**src/rtl/bus_arbit_rr.sv**
```systemverilog
// rtl/bus_arbit_rr.sv - two-master round-robin bus arbiter with bounded hold time
module bus_arbit_rr #(
    parameter int MAX_HOLD = 8,
    parameter int CW       = $clog2(MAX_HOLD)
) (
    input  logic          clk,
    input  logic          reset,
    input  logic          m0_req,
    input  logic          m1_req,
    output logic          m0_grant,
    output logic          m1_grant,
    output logic          bus_busy,
    output logic          preempt,
    output logic [CW-1:0] hold_cnt
);

    typedef enum logic [1:0] {
        IDLE = 2'd0,
        GNT0 = 2'd1,
        GNT1 = 2'd2
    } state_t;

    // Saturation value of the hold counter; reaching it under contention forces a handoff.
    localparam logic [CW-1:0] HOLD_LAST = CW'(MAX_HOLD - 1);

    state_t        state;
    state_t        state_nxt;
    logic          last;
    logic          last_nxt;
    logic          preempt_q;
    logic          preempt_nxt;
    logic [CW-1:0] hold_q;
    logic [CW-1:0] hold_nxt;
    logic          hold_sat;

    assign hold_sat = (hold_q == HOLD_LAST);

    // State, last-owner, hold counter and preempt flag registers.
    always_ff @(posedge clk) begin
        if (reset) begin
            state     <= IDLE;
            last      <= 1'b1;
            hold_q    <= '0;
            preempt_q <= 1'b0;
        end else begin
            state     <= state_nxt;
            last      <= last_nxt;
            hold_q    <= hold_nxt;
            preempt_q <= preempt_nxt;
        end
    end

    // Next-state selection: tie-break on the last owner, voluntary and forced handoffs.
    always_comb begin
        state_nxt   = state;
        preempt_nxt = 1'b0;
        case (state)
            IDLE: begin
                if (m0_req && m1_req) begin
                    state_nxt = last ? GNT0 : GNT1;
                end else if (m0_req) begin
                    state_nxt = GNT0;
                end else if (m1_req) begin
                    state_nxt = GNT1;
                end
            end
            GNT0: begin
                if (!m0_req && m1_req) begin
                    state_nxt = GNT1;
                end else if (!m0_req && !m1_req) begin
                    state_nxt = IDLE;
                end else if (m0_req && m1_req && hold_sat) begin
                    state_nxt   = GNT1;
                    preempt_nxt = 1'b1;
                end
            end
            GNT1: begin
                if (!m1_req && m0_req) begin
                    state_nxt = GNT0;
                end else if (!m1_req && !m0_req) begin
                    state_nxt = IDLE;
                end else if (m1_req && m0_req && hold_sat) begin
                    state_nxt   = GNT0;
                    preempt_nxt = 1'b1;
                end
            end
            default: begin
                state_nxt = IDLE;
            end
        endcase
    end

    // Hold counter restarts on every new grant, counts while the owner stays, saturates.
    always_comb begin
        hold_nxt = hold_q;
        if (state_nxt == IDLE || state_nxt != state) begin
            hold_nxt = '0;
        end else if (!hold_sat) begin
            hold_nxt = hold_q + 1'b1;
        end
    end

    // Last owner follows each entry into a grant state.
    always_comb begin
        last_nxt = last;
        if (state_nxt == GNT0 && state != GNT0) begin
            last_nxt = 1'b0;
        end else if (state_nxt == GNT1 && state != GNT1) begin
            last_nxt = 1'b1;
        end
    end

    assign m0_grant = (state == GNT0);
    assign m1_grant = (state == GNT1);
    assign bus_busy = m0_grant | m1_grant;
    assign preempt  = preempt_q;
    assign hold_cnt = hold_q;

endmodule

```
**config.mk**
```make
export PLATFORM = sky130hd
export DESIGN_NAME = bus_arbit_rr
export DESIGN_NICKNAME = d
export VERILOG_FILES = /design/src/rtl/bus_arbit_rr.sv
export SDC_FILE = /design/constraint.sdc
export NUM_CORES = 1
export LEC_CHECK = 0
export CORE_AREA = 2 2 39 41
export DETAILED_ROUTE_END_ITERATION = 16
export DIE_AREA = 0 0 41 43
export PLACE_DENSITY = 0.68
export SLEW_MARGIN = 20
export SYNTH_ARGS = -nofsm -noshare
export SYNTH_HDL_FRONTEND = slang
export SYNTH_SLANG_ARGS = --single-unit
```
**constraint.sdc**
```tcl
create_clock -name clk -period 6.6 [get_ports clk]
set_clock_uncertainty 0.05 [all_clocks]
set_input_delay 1.98 -clock clk [delete_from_list [all_inputs] [get_ports clk]]
set_output_delay 1.98 -clock clk [all_outputs]
set_load 0.005 [all_outputs]
```
==> results.yml <==
clock_network:
  post_cts_buffers: 0
  h-tree-depth: 1
  cts_root_buf: "clkbuf_4"
  cts_resized: 0
  cts_buffer_depth: 2
  clock-sinks: 7
  clk_latency_ns: 0.25
  cts-buffers-inserted: 3
  clk_pin_slew_ns: 0.05
  cts_tree: "built"
  ctsHoldBuffers: 0
synth:
  ys_seq_elements: 7
  synth.avg_cell_area_um2: 9.585
  synth_warnings: 0
  synthesis.area_um2: 565.5
  synth_ff_type: "dfxtp_1"
  ys_types: 32
  yosysSeqAreaShare_pct: 24.78
  ys_async_sr_fraction_pct: 0
  syn_inst: 59
  synth_edf_count: 0
  syn_nets: 69
sta:
  hold_violations: 0
  setup_violations: 0
  fin_crit_ns: 3.797
  max_freq_mhz: 263.4
  tns_ns: 0
  slew_headroom_pct: 69.40
  worst_pin_slew_ns: 0.4549
  rsz0062_at_grt: "no"
  timing.final.ws_setup_ns: 2.803
  fin_crit_sh_pct: 57.53
  final_max_slew_viol_count: 0
routing:
  drc: 0
  vias_per_cell: 5.784
  drt_iter0_drc: 10
  detail-route-antenna-nets: 0
  drtPass1Iterations: 4
  wl_per_cell_um: 14.15
  vias: 509
  wl_um: 1245
worst_setup_path:
  cp.arrival_ns: 1.77
  timing.rr.start: "state[0]"
  crit_path_start: "state[0]"
  cp-start-kind: "register"
  worstPathCellList: "inv_1 > ha_1 > clkdlybuf4s50_1"
  slowest_stage: "clkdlybuf4s50_1"
  required_ns: 4.57
  critPathMaxFanout: 7
  path_class: "register to output port"
  rrSetupSlack_ns: 4.23
  end_kind: "output port"
  cp_slowest_stage_delay_ns: 0.50
final_layout:
  mostFrequentLayoutCells: "clkdlybuf4s50_1, dfxtp_1, inv_1, ha_1"
  n_antenna_cell: 0
  nFillCells: 147
  final_common_cell: "clkdlybuf4s50_1"
  final_nets: 83
  multi_input_area_um2: 391.6
  area_growth_pct: 23.89
  final_cells: 88
  register_area_um2: 140.1
  drive_above_1_share_pct: 11.11
die:
  rows: 14
  initial_core_util_pct: 40.87
  die_y_um: 43
  die_area_um2: 1763
  die_x_um: 41
  core_um2: 1384
  ioPinCount: 11
job:
  cap_violations: 0
placed_design:
  post-dp-hpwl_um: 947.4
  place_congestion: 0.8006
  dp_cells: 84
  numPortBuffers: 10
  dp_slack_ns: 2.631
global_route:
  grt.met3_usage_pct: 9.424
  grt_max_degree: 9
  grt_use_met2_pct: 24.38
  antenna_found_initial: 0
  grtUsageTotal_pct: 18.29
  grt_pass1_wl_um: 2076
  gr-usage-met1_pct: 22.90
  grt_pass1_vias: 469
  grt.overflow.total: 0
  busiest_layer: "met2"
power_and_ir_drop:
  power.leakage_nw: 0.2838
  peakVddDrop_mv: 0.1261
  p_per_area_nw_per_um2: 241.7
hold_path:
  worstHoldPathType: "register to register"
  min_from: "last"
status:
  status: "finished, final reports clean"
-- routing by layer --
layer / vias up / wire (µm)
li1: 256 / -
met1: 241 / 593
met2: 10 / 572
met3: 2 / 61
met4: 0 / 18
met5: - / 0
-- power breakdown --
part	internal, mW	total (mW)	switching, mW
sequential	0.0477	0.0560	0.00832
clock	0.0231	0.0391	0.0160
combinational	0.0351	0.0742	0.0391
-- sequential cells by signal (all words and copies together) (netlist names) --
signal    cells
hold_cnt      3
preempt       1
state         2
last          1
-- cell usage after synthesis (2+ instances only) --
cell type	instances	area share (%)
dfxtp_1	7	25
ha_1	6	13
inv_1	6	4.0
nand2_1	3	2.0
o21ai_1	3	2.7
a211oi_2	2	4.4
a21oi_1	2	1.8
and3_1	2	2.2
mux2i_1	2	3.5
nor3_1	2	1.8
nor4_1	2	2.2
o211ai_1	2	2.7
-- layout make-up --
cell class / count / area share [%]
tap: 16 / 2.857
clock buffer: 4 / 3.750
timing repair buffer: 10 / 14.29
sequential: 7 / 20.00
multi-input combinational: 45 / 55.89
inverter: 6 / 3.214
-- stage by stage --
stage          utilization [%]  instance area (µm²)  power [mW]  hold WS, ns
2_1_floorplan                -                565.5      0.1054       0.3932
3_3_place_gp             48.73                674.4      0.1291       0.4308
3_5_place_dp             48.73                674.4      0.1306       0.4274
4_1_cts                  50.63                700.7      0.1711       0.4362
5_1_grt                  50.63                700.7      0.1832       0.4709
6_report                 50.63                700.7      0.1694       0.4347
-- worst paths after layout --
kind / to / cells after the start
max: bus_busy / 3
min: last / 2
max reg2reg: hold_cnt[2] / 7
min reg2reg: last / 2
-- critical path, delay by kind of cell, from the launching register on --
family,cells,cell delay (ns)
DFF,1,0.49
adders and majority gates,1,0.35
buffers and inverters,2,0.68
-- kinds of logic after synthesis --
| family | count (synthesis) | synth area share (%) |
|---|---|---|
| adders and majority gates | 6 | 13.27 |
| and+or+nand+nor | 18 | 22.35 |
| DFF | 7 | 24.78 |
| AOI/OAI and AO/OA | 18 | 28.54 |
| xor gates and xnor gates | 1 | 1.549 |
| muxes | 2 | 3.540 |
| buffers and inverters | 7 | 5.973 |
Power figures use the tool's default switching activity.
